===== config.mk =====
export PLATFORM = sky130hd
export DESIGN_NAME = ids_hdr_extract_flat
export DESIGN_NICKNAME = d
export VERILOG_FILES = /design/src/rtl/ids_hdr_extract_if.sv /design/src/rtl/ids_hdr_extract.sv /design/src/flat_wrapper.sv
export SDC_FILE = /design/constraint.sdc
export NUM_CORES = 1
export LEC_CHECK = 0
export CAP_MARGIN = 5
export CORE_ASPECT_RATIO = 0.9
export CORE_MARGIN = 1.5
export CORE_UTILIZATION = 45
export CTS_CLUSTER_DIAMETER = 60
export DETAILED_ROUTE_END_ITERATION = 12
export GPL_TIMING_DRIVEN = 0
export HOLD_SLACK_MARGIN = 0.08
export PLACE_DENSITY = 0.79
export RECOVER_POWER = 25
export SLEW_MARGIN = 20
export SYNTH_ARGS = -nofsm -noshare
export SYNTH_HDL_FRONTEND = slang
export SYNTH_SLANG_ARGS = --single-unit

===== constraint.sdc =====
create_clock -name clk -period 13.55 [get_ports clk]
set_input_delay 2.71 -clock clk [delete_from_list [all_inputs] [get_ports clk]]
set_output_delay 2.71 -clock clk [all_outputs]
set_load 0.005 [all_outputs]

===== src/rtl/ids_hdr_extract_if.sv =====
// Tuple bus between the header extractor and the rule matcher.
// One tuple per packet, transferred on tuple_valid && tuple_ready.
interface ids_hdr_extract_if;
  logic        tuple_valid;
  logic        tuple_ready;
  logic        tuple_ok;
  logic [31:0] src_ip;
  logic [31:0] dst_ip;
  logic [15:0] src_port;
  logic [15:0] dst_port;
  logic [7:0]  proto;

  modport master (
    output tuple_valid, tuple_ok, src_ip, dst_ip, src_port, dst_port, proto,
    input  tuple_ready
  );

  modport slave (
    input  tuple_valid, tuple_ok, src_ip, dst_ip, src_port, dst_port, proto,
    output tuple_ready
  );
endinterface


===== src/rtl/ids_hdr_extract.sv =====
// Pops length-framed packets from the packet FIFO and extracts the IPv4 5-tuple
// from Ethernet/IPv4/TCP-UDP headers, one tuple per packet, plus packet counters.
module ids_hdr_extract #(
  parameter int          CNT_W    = 32,
  parameter logic [15:0] ETH_IPV4 = 16'h0800
) (
  input  logic             clk,
  input  logic             rst,
  input  logic [63:0]      fifo_rdata,
  input  logic             fifo_empty,
  output logic             fifo_ren,
  ids_hdr_extract_if.master tup,
  output logic [CNT_W-1:0] pkt_cnt,
  output logic [CNT_W-1:0] bad_cnt
);

  typedef enum logic [1:0] {DESC, BODY, EMIT} state_t;

  state_t      state, state_nxt;
  logic [15:0] len_q;
  logic [16:0] words_left;
  logic [2:0]  widx;
  logic [15:0] eth_type;
  logic [7:0]  ver_ihl;
  logic        hs;
  logic        ok;

  // Word index only needs to distinguish header words 0..4; everything past is "5".
  function automatic logic [2:0] sat_inc(input logic [2:0] v);
    return (v >= 3'd5) ? 3'd5 : v + 3'd1;
  endfunction

  assign hs = tup.tuple_valid && tup.tuple_ready;
  assign ok = (len_q >= 16'd38) && (eth_type == ETH_IPV4) && (ver_ihl == 8'h45) &&
              ((tup.proto == 8'd6) || (tup.proto == 8'd17));
  assign tup.tuple_ok = ok;

  always_ff @(posedge clk or posedge rst) begin
    if (rst) state <= DESC;
    else     state <= state_nxt;
  end

  // Gating with rst keeps the pop request low while reset is held asynchronously.
  always_comb begin
    state_nxt       = state;
    fifo_ren        = 1'b0;
    tup.tuple_valid = 1'b0;
    case (state)
      DESC: begin
        fifo_ren = !rst && !fifo_empty;
        if (fifo_ren) state_nxt = (fifo_rdata[15:0] == 16'd0) ? EMIT : BODY;
      end
      BODY: begin
        fifo_ren = !rst && !fifo_empty;
        if (fifo_ren && (words_left == 17'd1)) state_nxt = EMIT;
      end
      EMIT: begin
        tup.tuple_valid = 1'b1;
        if (hs) state_nxt = DESC;
      end
      default: state_nxt = DESC;
    endcase
  end

  always_ff @(posedge clk or posedge rst) begin
    if (rst) begin
      len_q        <= '0;
      words_left   <= '0;
      widx         <= '0;
      eth_type     <= '0;
      ver_ihl      <= '0;
      tup.proto    <= '0;
      tup.src_ip   <= '0;
      tup.dst_ip   <= '0;
      tup.src_port <= '0;
      tup.dst_port <= '0;
      pkt_cnt      <= '0;
      bad_cnt      <= '0;
    end else begin
      if (fifo_ren && (state == DESC)) begin
        len_q      <= fifo_rdata[15:0];
        words_left <= ({1'b0, fifo_rdata[15:0]} + 17'd7) >> 3;
        widx       <= '0;
      end
      if (fifo_ren && (state == BODY)) begin
        words_left <= words_left - 17'd1;
        widx       <= sat_inc(widx);
        case (widx)
          3'd1: begin
            eth_type <= fifo_rdata[31:16];
            ver_ihl  <= fifo_rdata[15:8];
          end
          3'd2: tup.proto <= fifo_rdata[7:0];
          3'd3: begin
            tup.src_ip        <= fifo_rdata[47:16];
            tup.dst_ip[31:16] <= fifo_rdata[15:0];
          end
          3'd4: begin
            tup.dst_ip[15:0] <= fifo_rdata[63:48];
            tup.src_port     <= fifo_rdata[47:32];
            tup.dst_port     <= fifo_rdata[31:16];
          end
          default: ;
        endcase
      end
      if (hs) begin
        pkt_cnt <= pkt_cnt + 1'b1;
        if (!ok) bad_cnt <= bad_cnt + 1'b1;
      end
    end
  end

endmodule


===== src/flat_wrapper.sv =====
// flat-port wrapper written by rule: the top's interface ports become plain ports
module ids_hdr_extract_flat 
#(
  parameter int          CNT_W    = 32,
  parameter logic [15:0] ETH_IPV4 = 16'h0800
)
  (clk, rst, fifo_rdata, fifo_empty, fifo_ren, pkt_cnt, bad_cnt, tup_tuple_valid, tup_tuple_ok, tup_src_ip, tup_dst_ip, tup_src_port, tup_dst_port, tup_proto, tup_tuple_ready);
  ids_hdr_extract_if tup_i ();
  input  logic clk;
  input  logic rst;
  input  logic [63:0] fifo_rdata;
  input  logic fifo_empty;
  output logic fifo_ren;
  output logic [CNT_W-1:0] pkt_cnt;
  output logic [CNT_W-1:0] bad_cnt;
  output wire logic [$bits(tup_i.tuple_valid)-1:0] tup_tuple_valid;
  output wire logic [$bits(tup_i.tuple_ok)-1:0] tup_tuple_ok;
  output wire logic [$bits(tup_i.src_ip)-1:0] tup_src_ip;
  output wire logic [$bits(tup_i.dst_ip)-1:0] tup_dst_ip;
  output wire logic [$bits(tup_i.src_port)-1:0] tup_src_port;
  output wire logic [$bits(tup_i.dst_port)-1:0] tup_dst_port;
  output wire logic [$bits(tup_i.proto)-1:0] tup_proto;
  input wire logic [$bits(tup_i.tuple_ready)-1:0] tup_tuple_ready;
  assign tup_tuple_valid = tup_i.tuple_valid;
  assign tup_tuple_ok = tup_i.tuple_ok;
  assign tup_src_ip = tup_i.src_ip;
  assign tup_dst_ip = tup_i.dst_ip;
  assign tup_src_port = tup_i.src_port;
  assign tup_dst_port = tup_i.dst_port;
  assign tup_proto = tup_i.proto;
  assign tup_i.tuple_ready = tup_tuple_ready;
  ids_hdr_extract #(.CNT_W(CNT_W), .ETH_IPV4(ETH_IPV4)) u_core (.clk(clk), .rst(rst), .fifo_rdata(fifo_rdata), .fifo_empty(fifo_empty), .fifo_ren(fifo_ren), .tup(tup_i), .pkt_cnt(pkt_cnt), .bad_cnt(bad_cnt));
endmodule

=== After elaboration in Yosys (flattened, before gate mapping) ===
Cells that the tools add are included.

* $add $sub $neg: 5
* $mul: 0
* Divide/modulo/power cells: 0
* Order comparisons: 2
* Eq/ne operators: 14
* Shift operators: 0
* Muxes and demuxes: 12
* Bitwise operators: 1
* Reductions and logical operators: 21

{| class="wikitable"
|+ Operator list
! cell !! number
|-
| 32-bit by 1-bit adder with 32-bit output, second input constant || 2
|-
| 17-bit 2-to-1 mux || 2
|-
| 16-bit by 3-bit adder with 17-bit output, second input constant || 1
|-
| 17-bit by 1-bit equality test with 1-bit output, second input constant || 1
|-
| 17-bit by 1-bit subtractor with 17-bit output, second input constant || 1
|-
| 16-bit by 12-bit equality test with 1-bit output, second input constant || 1
|-
| 16-bit by 6-bit >= comparator with 1-bit output, second input constant || 1
|-
| 16-bit zero test || 1
|-
| 2-bit AND reduction || 5
|-
| 3-bit 2-to-1 mux || 3
|-
| 8-bit by 3-bit equality test with 1-bit output, second input constant || 1
|-
| 8-bit by 5-bit equality test with 1-bit output, second input constant || 1
|-
| 8-bit by 7-bit equality test with 1-bit output, second input constant || 1
|-
| 1-bit logical AND || 8
|-
| 2-bit 2-to-1 mux || 4
|-
| 3-bit by 2-bit equality test with 1-bit output, second input constant || 2
|-
| 2-bit by 1-bit inequality test with 1-bit output, second input constant || 3
|-
| 2-bit case mux with 3 select lines || 1
|-
| 3-bit by 1-bit adder with 3-bit output, second input constant || 1
|-
| 3-bit by 1-bit equality test with 1-bit output, second input constant || 1
|-
| 3-bit equality test, second input constant || 1
|-
| 3-bit >= comparator, second input constant || 1
|-
| 3-bit AND reduction || 1
|-
| 2-bit by 1-bit equality test with 1-bit output, second input constant || 1
|-
| 8 further kinds || 10
|}

* Bits in registers: 230
* Latch bits: 0
* Bits in writable memories: 0
* Bits in read-only memories: 0
* Input port bits: 68
* Logic and storage cells: 69
* Memories: 0

=== Longest topological paths before layout ===
* Depth after elaboration: 6
* Depth in mapped cells: 9
* Gate-level depth less buffers: 8

=== Least setup slack after synthesis ===
OpenSTA, ideal clock, no wires.

* Kind: in2out
* Start: input port fifo_empty
* End: output port fifo_ren
* Data arrival time: 3.830 ns
* Setup slack: 7.010 ns
* Stages: 5
* Path buffers: 3
* Cell sequence: or3_1 clkbuf_1 inv_1 clkbuf_1 buf_1

* Word-level cells in the longest chain between the ends: 3

{| class="wikitable"
|+ Ends and longest elaborated chain
! what !! line !! RTL
|-
| start: declaration || flat_wrapper.sv:12 || <nowiki>input logic fifo_empty;</nowiki>
|-
| 1-bit zero test || ids_hdr_extract.sv:50, ids_hdr_extract.sv:54 ||
|-
| 1-bit logical AND || ids_hdr_extract.sv:50, ids_hdr_extract.sv:54 ||
|-
| 1-bit 2-to-1 mux || - ||
|-
| end: declaration || flat_wrapper.sv:13 || <nowiki>output logic fifo_ren;</nowiki>
|}

Every way passes these cells.

==> impl_results.md <==
* Mean area per synthesized cell at 12.4 sq um
* Syn Std Cell Area at between 9000 and 10000 sq um
* DRT Wirelength at between 20000 and 25000 um
* Top Metal Used: met4
* Largest net degree at the start of global routing at 97
* # diodes at 0
* Pwr dens at 166 nW/um^2
* Seq cells post-synth at 229
* Min-delay worst type: flop to flop
* CTS tree: built
* Nature of the critical path startpoint: input pin
* Fin crit period at 9.04 ns
* Ports at ~240
* Synth Area in Compound Gates at under 10%
* Die Wd at 160 um
* Nets at 1150
* Post-Synthesis Cells at about 810
* Root Driver: clkbuf_16
* Main synth FF type: dfrtp_1
* Most frequent cells in the layout: clkdlybuf4s50_1, dfrtp_1, mux2_2
* Dpl cells at 1336
* Post_cts resized at 0
* # clock sinks at 229
* Setup CP Type: input pin to async pin
* CP Data Required Time at between 10 and 15 ns
* GRT Total Usage at about a fifth
* Run status: finished with violations
* CP endpoint kind: async pin
* DP Area at around 13000 sq um
* DIE HEIGHT at 144 um
* EDFF count, synth at 0
* LEAKAGE at 6.05 nW
* Site Rows at between 50 and 60
* First-pass GRT wire length at between 30000 and 40000 um
* Dpl hpwl at 16900 um
* DRT iter0 DRCs at 341
* Drt drc at 0
* Simple-Gate Fraction of Synth Area at 14.6%
* Max_cap viols at 3
* Drt via density at 5.21
* Synthesis warning total at 0
* Hold_buf cts at 0
* Latest clock arrival within the worst-skew pair at between 0.5 and 0.6 ns
* Max transition margin at -229%
* Post-CTS Setup Repair Bufs at 0
* Met3 wire length at 2180 um
* Finished Cell Area at ~14000 sq um
* Count of final setup violators at 0
* Worst Path Arrival at 8.47 ns
* RSZ-0062 raised after global routing: no
* Final hold slack at 0.478 ns
* Ys async rst share at 100%
* Syn_nets at 885
* Actual slew at the worst max-slew pin at ~5 ns
* CTS Buf Count at 26
* Final Cycle Share at 66.7%
* Vias in the first global route at between 7000 and 8000
* Synth area leader: dfrtp_1
* Clk slew on worst S/H paths at 0.06 ns
* GP Congestion at around 0.8
* Max-slew violations at 234
* First drt pass iteration count at 4
* PortBufs at approximately 240
* Starting Density at around 46%
* Post-Synth XOR/XNOR Area at 6.57%
* Post-Synth Adder-Cell Area at between 1 and 1.5%
* Die area at around 23000 sq um
* Met2 WL post-DR at ~11000 um
* Failing checks: capacitance limit, slew limit
* Area share of the largest cell type after synthesis at about 57%
* Most common cell after layout, fill and taps aside: clkdlybuf4s50_1
* Mux contribution to synthesized area at approximately 15%
* Hold Vio Cnt, Final at 0
* CP delay by family, top: buffers and inverters
* Routed length per placed instance at approximately 17 um
* CP bufs+invs at 3
* Max incr delay on CP at around 3.6 ns
* Max VDD drop at about 0.16 mV
* Clk_skew at between 0.02 and 0.025 ns
* Core footprint at approximately 22000 sq um
* Top cells by area, synth: dfrtp_1, mux2_2, nand2_1
* Fmax at 111 MHz
* Share of post-route cells with drive strength above 1 at a little under a fifth
* Layout Cells excl Fill at roughly 1400
* Initial antenna violation count at 0
* Antenna viol nets, final at 0
* Crit path cell chain: dlygate4sd3_1 > clkinvlp_2 > clkbuf_1
* Area Overhead vs Synth at 35.1%
* Max clock buf depth at 3
* Largest family of logic cells by synthesized area: multiplexers
* Critical path peak fanout at 96
* Setup_tns at 0 ns
* Grt total ovfl at 0
* Sequential share of the synthesized area at roughly 57%
* Via count at around 7200
* Synth cell types at between 50 and 60
* H-tree Lvls at 1
* M1 WL at 10200 um
* Slowest cell on crit path: clkbuf_1
state kept, by name (all words and copies together) (netlist names), 8 cells and up:
name / count
u_core.tup.proto: 8
u_core.words_left: 17
u_core.tup.src_ip: 32
u_core.tup.dst_ip: 32
u_core.bad_cnt: 32
u_core.ver_ihl: 8
u_core.tup.src_port: 16
u_core.tup.dst_port: 16
u_core.eth_type: 16
u_core.pkt_cnt: 32
u_core.len_q: 15
worst paths after layout:
| path | from | to | slack, ns | depth (start not counted) |
|---|---|---|---|---|
| worst max-delay path | rst | u_core.words_left[12]$_DFFE_PP0P_ | 4.51 | 3 |
| worst min-delay path | u_core.bad_cnt[31]$_DFFE_PP0P_ | u_core.bad_cnt[31]$_DFFE_PP0P_ | 0.48 | 1 |
| worst max register to register | u_core.eth_type[3]$_DFFE_PP0P_ | u_core.bad_cnt[12]$_DFFE_PP0P_ | 10.77 | 8 |
| worst min register to register | u_core.bad_cnt[31]$_DFFE_PP0P_ | u_core.bad_cnt[31]$_DFFE_PP0P_ | 0.48 | 1 |
| max in group clk | rst | fifo_ren | 5.48 | 7 |
| min in group asynchronous | rst | u_core.words_left[15]$_DFFE_PP0P_ | 3.46 | 2 |
synth_stat cells (6+ instances only):
| master | n |
|---|---|
| inv_1 | 12 |
| and2_1 | 7 |
| dfrtp_1 | 229 |
| and4_1 | 7 |
| mux2_2 | 129 |
| xnor2_1 | 40 |
| nor4_1 | 9 |
| xor2_1 | 35 |
| o21ai_0 | 14 |
| ha_1 | 9 |
| nand3_1 | 28 |
| nor2_1 | 23 |
| buf_2 | 8 |
| nand4_1 | 12 |
| nor3_1 | 21 |
| or4_1 | 6 |
| and3_1 | 15 |
| clkbuf_1 | 19 |
| nand2_1 | 108 |
area by class of cell:
type / count / area [sq um]
Buffer: 37 / 189
Clock buffer: 39 / 739
Clock inverter: 7 / 48.8
Fill cell: 1723 / 8190
Inverter: 12 / 46.3
Multi-Input combinational cell: 530 / 4030
Sequential cell: 229 / 5730
Tap cell: 291 / 364
Timing Repair Buffer: 237 / 2360
metal layers:
| layer | vias to the layer above | track usage (%) |
|---|---|---|
| li1 | 3368 | - |
| met5 | - | 0 |
| met2 | 242 | 33.0 |
| met1 | 3555 | 26.8 |
| met3 | 40 | 7.28 |
| met4 | 0 | 5.41 |
cells by family after synthesis:
logic type	after synthesis
fa+ha+maj	9
xor+xnor	75
flops	229
buf+inv	49
simple gates	269
mux	133
compound gates	44
worst register-to-register path, cell delays in order (launching register included):
cell,delay [ns]
dfrtp_1,0.38
nor4_1,0.44
nand4_1,0.28
a2111oi_2,0.76
nand2b_1,0.21
buf_6,0.16
buf_4,0.19
nor3_1,0.08
xor2_1,0.16
per-stage QoR:
stage	utilization [%]	worst slack [ns]	power, mW
floorplan	-	4.56	1.23
global placement	58.6	1.58	1.58
detailed placement	58.9	5.50	1.60
CTS	62.5	5.50	2.26
global route	62.3	3.09	2.35
finish	62.3	4.51	2.24
power by group:
group          internal (mW)  switching (mW)
clock network          0.376           0.272
logic                  0.398           0.204
registers              0.876           0.110
Power figures use the tool's default switching activity.
